===== src/rtl/traffic_pkg.sv =====
// rtl/traffic_pkg.sv - shared state codes, timer encoding and phase duration lookup
package traffic_pkg;

  localparam logic [3:0] S0 = 4'd0;
  localparam logic [3:0] S1 = 4'd1;
  localparam logic [3:0] S2 = 4'd2;
  localparam logic [3:0] S3 = 4'd3;
  localparam logic [3:0] S4 = 4'd4;
  localparam logic [3:0] S5 = 4'd5;
  localparam logic [3:0] S6 = 4'd6;

  typedef enum logic [1:0] {
    LOAD     = 2'd0,
    COUNT    = 2'd1,
    FIRE     = 2'd2,
    WAIT_ACK = 2'd3
  } timer_state_e;

  // Illegal codes fall through to t_def so the FSM is always kicked eventually.
  function automatic int unsigned phase_duration(
    input logic [3:0]  st,
    input int unsigned t_s0,
    input int unsigned t_s1,
    input int unsigned t_s2,
    input int unsigned t_s3,
    input int unsigned t_s4,
    input int unsigned t_emg,
    input int unsigned t_def
  );
    case (st)
      S0:      return t_s0;
      S1:      return t_s1;
      S2:      return t_s2;
      S3:      return t_s3;
      S4:      return t_s4;
      S5, S6:  return t_emg;
      default: return t_def;
    endcase
  endfunction

endpackage


===== src/rtl/sec_prescaler.sv =====
// rtl/sec_prescaler.sv - modulo-TICKS clock-cycle counter, tick on wrap, sync clear
module sec_prescaler #(
  parameter int unsigned TICKS = 4
) (
  input  logic clk_i,
  input  logic reset_i,
  input  logic clear_i,
  output logic tick_o
);

  localparam int unsigned W = $clog2(TICKS);
  localparam logic [W-1:0] LAST = W'(TICKS - 1);

  logic [W-1:0] cnt_q, cnt_d;

  always_comb begin
    cnt_d = cnt_q + W'(1);
    if (clear_i || cnt_q == LAST) cnt_d = '0;
  end

  always_ff @(posedge clk_i or posedge reset_i) begin
    if (reset_i) cnt_q <= '0;
    else         cnt_q <= cnt_d;
  end

  assign tick_o = !clear_i && (cnt_q == LAST);

endmodule


===== src/rtl/traffic_phase_timer.sv =====
// rtl/traffic_phase_timer.sv - phase countdown and trigger pulse; EMERGENCY_PREEMPT_EN enables emergency preempt
module traffic_phase_timer
  import traffic_pkg::*;
#(
  parameter int unsigned TICKS_PER_SEC = 50_000_000,
  parameter int unsigned SEC_W         = 6,
  parameter int unsigned T_S0          = 55,
  parameter int unsigned T_S1          = 5,
  parameter int unsigned T_S2          = 30,
  parameter int unsigned T_S3          = 5,
  parameter int unsigned T_S4          = 30,
  parameter int unsigned T_EMG         = 10,
  parameter int unsigned T_DEFAULT     = 1,
  parameter int unsigned ACK_TIMEOUT   = 4
) (
  input  logic             clk,
  input  logic             reset,
  input  logic [3:0]       currentState,
  input  logic             emergency_left,
  input  logic             emergency_right,
  output logic             triggerNextEvent,
  output logic [SEC_W-1:0] secondsRemaining,
  output logic [1:0]       timerState
);

  localparam longint unsigned SEC_MAX = (64'd1 << SEC_W) - 64'd1;
  localparam int unsigned AW = $clog2(ACK_TIMEOUT + 1);
  localparam logic [AW-1:0] ACK_LAST = AW'(ACK_TIMEOUT - 1);

  if (64'(T_S0) > SEC_MAX || 64'(T_S1) > SEC_MAX || 64'(T_S2) > SEC_MAX ||
      64'(T_S3) > SEC_MAX || 64'(T_S4) > SEC_MAX || 64'(T_EMG) > SEC_MAX ||
      64'(T_DEFAULT) > SEC_MAX) begin : g_dur_too_wide
    $error("traffic_phase_timer: a phase duration does not fit in SEC_W bits");
  end
  if (TICKS_PER_SEC < 2) begin : g_ticks_too_small
    $error("traffic_phase_timer: TICKS_PER_SEC must be at least 2");
  end

  timer_state_e     state_q, state_d;
  logic [SEC_W-1:0] secs_q, secs_d;
  logic [3:0]       latched_q, latched_d;
  logic [AW-1:0]    ack_q, ack_d;
  logic             trig_q, trig_d;
  logic             tick;
  logic             preempt;
  logic [SEC_W-1:0] raw_dur, load_dur;

`ifdef EMERGENCY_PREEMPT_EN
  logic [1:0] emg_l_q, emg_r_q;

  always_ff @(posedge clk or posedge reset) begin
    if (reset) begin
      emg_l_q <= '0;
      emg_r_q <= '0;
    end else begin
      emg_l_q <= {emg_l_q[0], emergency_left};
      emg_r_q <= {emg_r_q[0], emergency_right};
    end
  end

  // Emergency phases are never preempted by another emergency.
  assign preempt = (emg_l_q[1] | emg_r_q[1]) && (latched_q != S5) && (latched_q != S6);
`else
  logic unused_emergency;
  assign unused_emergency = emergency_left | emergency_right;
  assign preempt = 1'b0;
`endif

  sec_prescaler #(.TICKS(TICKS_PER_SEC)) u_prescaler (
    .clk_i   (clk),
    .reset_i (reset),
    .clear_i (state_q != COUNT),
    .tick_o  (tick)
  );

  assign raw_dur  = SEC_W'(phase_duration(currentState, T_S0, T_S1, T_S2, T_S3, T_S4,
                                          T_EMG, T_DEFAULT));
  assign load_dur = (raw_dur == '0) ? SEC_W'(1) : raw_dur;

  always_comb begin
    state_d   = state_q;
    secs_d    = secs_q;
    latched_d = latched_q;
    ack_d     = '0;
    case (state_q)
      LOAD: begin
        latched_d = currentState;
        secs_d    = load_dur;
        state_d   = COUNT;
      end
      COUNT: begin
        if (currentState != latched_q) begin
          state_d = LOAD;
        end else if (preempt) begin
          secs_d  = '0;
          state_d = FIRE;
        end else if (tick) begin
          if (secs_q > SEC_W'(1)) begin
            secs_d = secs_q - SEC_W'(1);
          end else begin
            secs_d  = '0;
            state_d = FIRE;
          end
        end
      end
      FIRE: state_d = WAIT_ACK;
      WAIT_ACK: begin
        // Timeout covers a legal self-transition that never changes currentState.
        if (currentState != latched_q || ack_q == ACK_LAST) state_d = LOAD;
        else                                                 ack_d   = ack_q + AW'(1);
      end
      default: state_d = LOAD;
    endcase
    trig_d = (state_d == FIRE);
  end

  always_ff @(posedge clk or posedge reset) begin
    if (reset) begin
      state_q   <= LOAD;
      secs_q    <= '0;
      latched_q <= '0;
      ack_q     <= '0;
      trig_q    <= 1'b0;
    end else begin
      state_q   <= state_d;
      secs_q    <= secs_d;
      latched_q <= latched_d;
      ack_q     <= ack_d;
      trig_q    <= trig_d;
    end
  end

  assign triggerNextEvent = trig_q;
  assign secondsRemaining = secs_q;
  assign timerState       = state_q;

endmodule


===== config.mk =====
export PLATFORM = sky130hd
export DESIGN_NAME = traffic_phase_timer
export DESIGN_NICKNAME = d
export VERILOG_FILES = /design/src/rtl/traffic_pkg.sv /design/src/rtl/sec_prescaler.sv /design/src/rtl/traffic_phase_timer.sv
export SDC_FILE = /design/constraint.sdc
export NUM_CORES = 1
export LEC_CHECK = 0
export CAP_MARGIN = 20
export CORE_MARGIN = 2
export CORE_UTILIZATION = 30
export CTS_BUF_LIST = sky130_fd_sc_hd__clkbuf_16
export DETAILED_ROUTE_END_ITERATION = 12
export PLACE_DENSITY = 0.54
export SYNTH_ARGS = -nofsm -noshare
export SYNTH_HDL_FRONTEND = slang
export SYNTH_SLANG_ARGS = --single-unit

===== constraint.sdc =====
create_clock -name clk -period 2.4 [get_ports clk]
set_input_delay 0.6 -clock clk [delete_from_list [all_inputs] [get_ports clk]]
set_output_delay 0.6 -clock clk [all_outputs]
set_load 0.01 [all_outputs]

==> Word-level counts from Yosys, hierarchy flattened <==
Cells that the tools add are included.
{ "word_totals": {"ff_bits": 42, "latch_bits": 0, "ramBits": 0, "romBits": 0, "inputBits": 8, "out_inout_bits": 9, "mem_count": 0} }
{ "op_classes": {"add_sub_neg": 3, "multipliers": 0, "div": 0, "magnitude_cmp": 1, "eq_ne": 16, "n_shift": 0, "mux": 14, "n_bitwise": 0, "n_reduce_logical": 12} }
{ "op_table": {"columns": ["cell", "count"], "rows": [
  ["26-bit by 1-bit adder with 26-bit output, second input constant", 1],
  ["26-bit equality test, second input constant", 1],
  ["26-bit two-way mux", 1],
  ["6-bit two-way mux", 4],
  ["6-bit one-hot mux with 4 select lines", 1],
  ["4-bit by 3-bit equality test with 1-bit output, second input constant", 3],
  ["6-bit one-hot mux with 2 select lines", 1],
  ["4-bit by 2-bit equality test with 1-bit output, second input constant", 2],
  ["2-bit two-way mux", 4],
  ["2-bit one-hot mux with 4 select lines", 1],
  ["2-bit equality test, second input constant", 3],
  ["6-bit by 1-bit > comparator with 1-bit output, second input constant", 1],
  ["6-bit zero test", 1],
  ["3-bit two-way mux", 2],
  ["2-bit OR reduction", 3],
  ["6-bit by 1-bit subtractor with 6-bit output, second input constant", 1],
  ["4-bit by 1-bit equality test with 1-bit output, second input constant", 1],
  ["4-bit zero test", 1],
  ["2-bit != test, second input constant", 2],
  ["4-bit != test", 1],
  ["3-bit by 1-bit adder with 3-bit output, second input constant", 1],
  ["3-bit by 2-bit equality test with 1-bit output, second input constant", 1],
  ["3-bit AND reduction", 1],
  ["2-bit by 1-bit equality test with 1-bit output, second input constant", 1],
  ["other kinds (6)", 7]
]} }

==> Longest topological paths before layout <==
{ "logic_depth": {"depth_word": 7, "depth_mapped": 7} }

==> By module <==
Synthesis repeated with hierarchy kept, for this count alone.
{ "hier_totals": {"hier_cells": 256, "hier_area_um2": 2414.8} }
{ "modules_own_cells": {"columns": ["mod", "instances", "cells_per_inst", "area_per_inst_um2", "seq_area_each_um2"], "rows": [
  ["sec_prescaler", 1, 157, 1440.1, 650.6],
  ["traffic_phase_timer", 1, 99, 974.7, 400.4]
]} }

==> Worst setup path after synthesis <==
No wires, ideal clock.
{ "synth_timing": {"path_kind": "register to register", "startpoint": "register u_prescaler.cnt_q[11]", "endpoint": "register secs_q[4] (netlist: secondsRemaining[4])", "setup_ns": 0.125, "arrival_ns": 1.960, "required_ns": 2.275, "slack_ns": 0.315, "stages_incl_launch_ff": 6, "synth_period_minus_slack_ns": 2.085, "cell_sequence": "dfrtp_1 > or4b_4 > nor4_4 > nand3_4 > a21oi_4 > mux2_2"} }
{ "synth_between": {"elab_chain_cells": 4} }
{ "synth_rtl": {"columns": ["item", "line", "text"], "rows": [
  ["from (decl)", "sec_prescaler.sv:14", "logic [W-1:0] cnt_q, cnt_d;"],
  ["from (signal assigned)", "sec_prescaler.sv:23", "else cnt_q <= cnt_d;"],
  ["26-bit equality test", "sec_prescaler.sv:26", "assign tick_o = !clear_i && (cnt_q == LAST);"],
  ["1-bit logical AND", "sec_prescaler.sv:26", null],
  ["2-bit != test (no line)", null, null],
  ["3-bit AND reduction (no line)", null, null],
  ["to (signal assigned)", "traffic_phase_timer.sv:126", "secs_q <= secs_d;"],
  ["to (decl)", "traffic_phase_timer.sv:40", "logic [SEC_W-1:0] secs_q, secs_d;"]
]} }
Every way passes these cells.
A chain may end at the register's enable or synchronous reset.

==> Worst setup path after layout <==
{ "layout_timing": {"startpoint": "register u_prescaler.cnt_q[10]", "endpoint": "register secs_q[3] (netlist: secondsRemaining[3])"} }
The elaborated chain is that of the path after synthesis.

==> results.json <==
{
  "outcome": "complete, no violations",
  "hold_path.class": "reg2reg",
  "clk_pin_slew_ns": 0.06,
  "layout_commonest_cell": "dfrtp_1",
  "end_kind": "flip-flop",
  "routed_wl_mm": 4.757,
  "finalSetupViolCount": 0,
  "cts_tree": "yes",
  "htreeDepth": 2,
  "start_util_pct": 31.02,
  "boundaryPins": 17,
  "path_max_fanout": 5,
  "die_x_um": 90.84,
  "post_cts_buffers": 0,
  "synth_edf_count": 0,
  "wl_per_cell_um": 13.21,
  "rows": 31,
  "drt_iter0_markers": 72,
  "antenna_found_initial": 0,
  "cts_hold_buffers": 0,
  "cp-start-kind": "flip-flop",
  "ir_worst_vdd_mv": 0.3520,
  "hpwl_mm": 3.264,
  "synthArstFlopShare_pct": 100.0,
  "finalMaxSlewViolations": 0,
  "final_cells": 360,
  "dp.cells": 352,
  "synth_nets": 240,
  "n_antenna_cell": 0,
  "worst_r2r_endpoint": "secondsRemaining[3]$_DFFE_PP0P_",
  "grt_max_degree": 43,
  "yosysWarningCount": 0,
  "timing.rr.start": "u_prescaler.cnt_q[10]$_DFF_PP0_",
  "p_per_area_nw_per_um2": 871.5,
  "die_y_um": 90.84,
  "drt-pass1-iter-count": 4,
  "postCtsResizedCells": 0,
  "most-common-layout-cells": "dfrtp_1 (42), nor2_1 (34), xor2_1 (22)",
  "synthToLayoutAreaGrowth_pct": 23.01,
  "cp-startpoint": "u_prescaler.cnt_q[10]$_DFF_PP0_",
  "ys_types": 41,
  "grt_setup_unrepaired": "false",
  "period_minus_slack_ns": 2.182,
  "synth_seq_cells": 42,
  "core_area_um2": 7292,
  "die-area_um2": 8251,
  "finalHoldViolCount": 0,
  "r2r_slack_ns": 0.22,
  "fmax_mhz": 458.3,
  "insertion_delay_ns": 0.28,
  "syn_area_per_cell_um2": 9.966,
  "clock-root-buffer": "clkbuf_16",
  "period_share_pct": 90.91,
  "max_cap_viol_count": 0,
  "drive_gt1_share_pct": 14.18,
  "grt_pass1_vias": 1711,
  "cp.required_ns": 2.55,
  "clockBufferDepth": 2,
  "p_leak_uw": 0.001186,
  "port_buffers": 14,
  "place.gp.congestion": 0.7903,
  "nFillCells": 770,
  "endpoint": "secondsRemaining[3]$_DFFE_PP0P_",
  "ant_nets": 0,
  "ff2ff_path_depth": 6,
  "regArea_um2": 1051,
  "grt-ovfl-total": 0,
  "skew_ns": 0.005677,
  "remaining_drc_errors": 0,
  "synthFlopType": "dfrtp_1",
  "multi_input_area_um2": 1156,
  "syn-instance-count": 227,
  "nNetsFinal": 273,
  "final_util_pct": 38.16,
  "critPathKind": "reg2reg",
  "grt_pass1_wl_mm": 8.266,
  "viasPerCell": 4.853,
  "max_slew_margin_pct": 64.46,
  "worst_pin_slew_ns": 0.5331,
  "cts_buffers": 5,
  "vias": 1747,
  "hp-start": "ack_q[0]$_DFF_PP0_",
  "syn_area_um2": 2262,
  "cts.sinks": 42,
  "globalRouteTotalUtil_pct": 12.28,
  "synth-seq-area-share_pct": 46.46,
  "cp.arrival_ns": 2.33
}
## cells in the mapped netlist (all sizes together), types with 3 or more instances
cell type / number / area [um^2]
dfrtp: 42 / 1051
nor2: 34 / 127.6
xor2: 22 / 192.7
nand2: 18 / 67.56
nand3: 12 / 72.57
nand4: 11 / 68.82
inv: 9 / 33.78
o21ai: 9 / 45.04
nor4: 7 / 86.33
mux2: 6 / 67.56
xnor2: 6 / 52.55
ha: 5 / 62.56
nand2b: 5 / 31.28
nor3: 5 / 30.03
and3: 4 / 25.02
a21oi: 3 / 26.28
and4: 3 / 26.28
clkbuf: 3 / 11.26
## kinds of logic after synthesis
kind of cell	Yosys count	share of synthesized area (%)
buffers and inverters	14	2.434
AOI/OAI and AO/OA	24	7.910
DFF	42	46.46
and+or+nand+nor	108	26.60
xor gates and xnor gates	28	10.84
adders and majority gates	5	2.765
muxes	6	2.987
## flip-flops by register name, summed over array words and instances, names as in the netlist
signal             cells
u_prescaler.cnt_q     26
ack_q                  3
timerState             2
latched_q              4
secondsRemaining       6
triggerNextEvent       1
## power breakdown
group	leakage (uW)	switching (uW)	internal, uW
registers	0.000566	136	816
logic	0.000547	421	417
clock network	0.0000724	259	376
## cell type report
cell class / instances / share of cell area [%]
Clock buffer: 5 / 4.496
Clock inverter: 3 / 0.4496
Inverter: 9 / 1.214
Multi-Input combinational cell: 171 / 41.55
Sequential cell: 42 / 37.77
Tap cell: 99 / 4.451
Timing Repair Buffer: 31 / 10.07
## worst min-delay path by stage
stage	end	slack [ns]	cells after the start
global placement	ack_q[0]$_DFF_PP0_	0.42	1
floorplan	ack_q[0]$_DFF_PP0_	0.41	1
detailed placement	ack_q[0]$_DFF_PP0_	0.44	1
CTS	ack_q[0]$_DFF_PP0_	0.45	1
finish	ack_q[0]$_DFF_PP0_	0.44	1
global route	ack_q[0]$_DFF_PP0_	0.47	1
## per-layer routing
| layer | track usage [%] | part of all wire [%] | up-vias |
|---|---|---|---|
| met5 | 0 | 0 | - |
| met4 | 3.409 | 1.1 | 0 |
| met3 | 2.755 | 2.1 | 5 |
| met2 | 20.15 | 48 | 21 |
| met1 | 16.31 | 49 | 854 |
| li1 | - | - | 867 |
## through the flow
| step | setup TNS (ns) | cell area (um^2) | hold WS, ns | setup slack, ns | power (uW) |
|---|---|---|---|---|---|
| after floorplan | 0 | 2262 | 0.4099 | 0.3152 | 1439 |
| after global placement | -0.01200 | 2645 | 0.4225 | -0.009699 | 1795 |
| after detailed placement | -0.09122 | 2645 | 0.4377 | -0.03663 | 1806 |
| after CTS | 0 | 2783 | 0.4456 | 0.1967 | 2459 |
| after global routing | 0 | 2783 | 0.4736 | 0.1360 | 2578 |
| final | 0 | 2783 | 0.4374 | 0.2182 | 2425 |
## critical path, stage by stage (launching register included)
cell and delay [ns]:
dfrtp_1 0.42, or4b_4 0.56, nor4_4 0.36, nand3_4 0.17, buf_4 0.17, o41ai_1 0.26, a2bb2oi_1 0.11
Power figures use the tool's default switching activity.
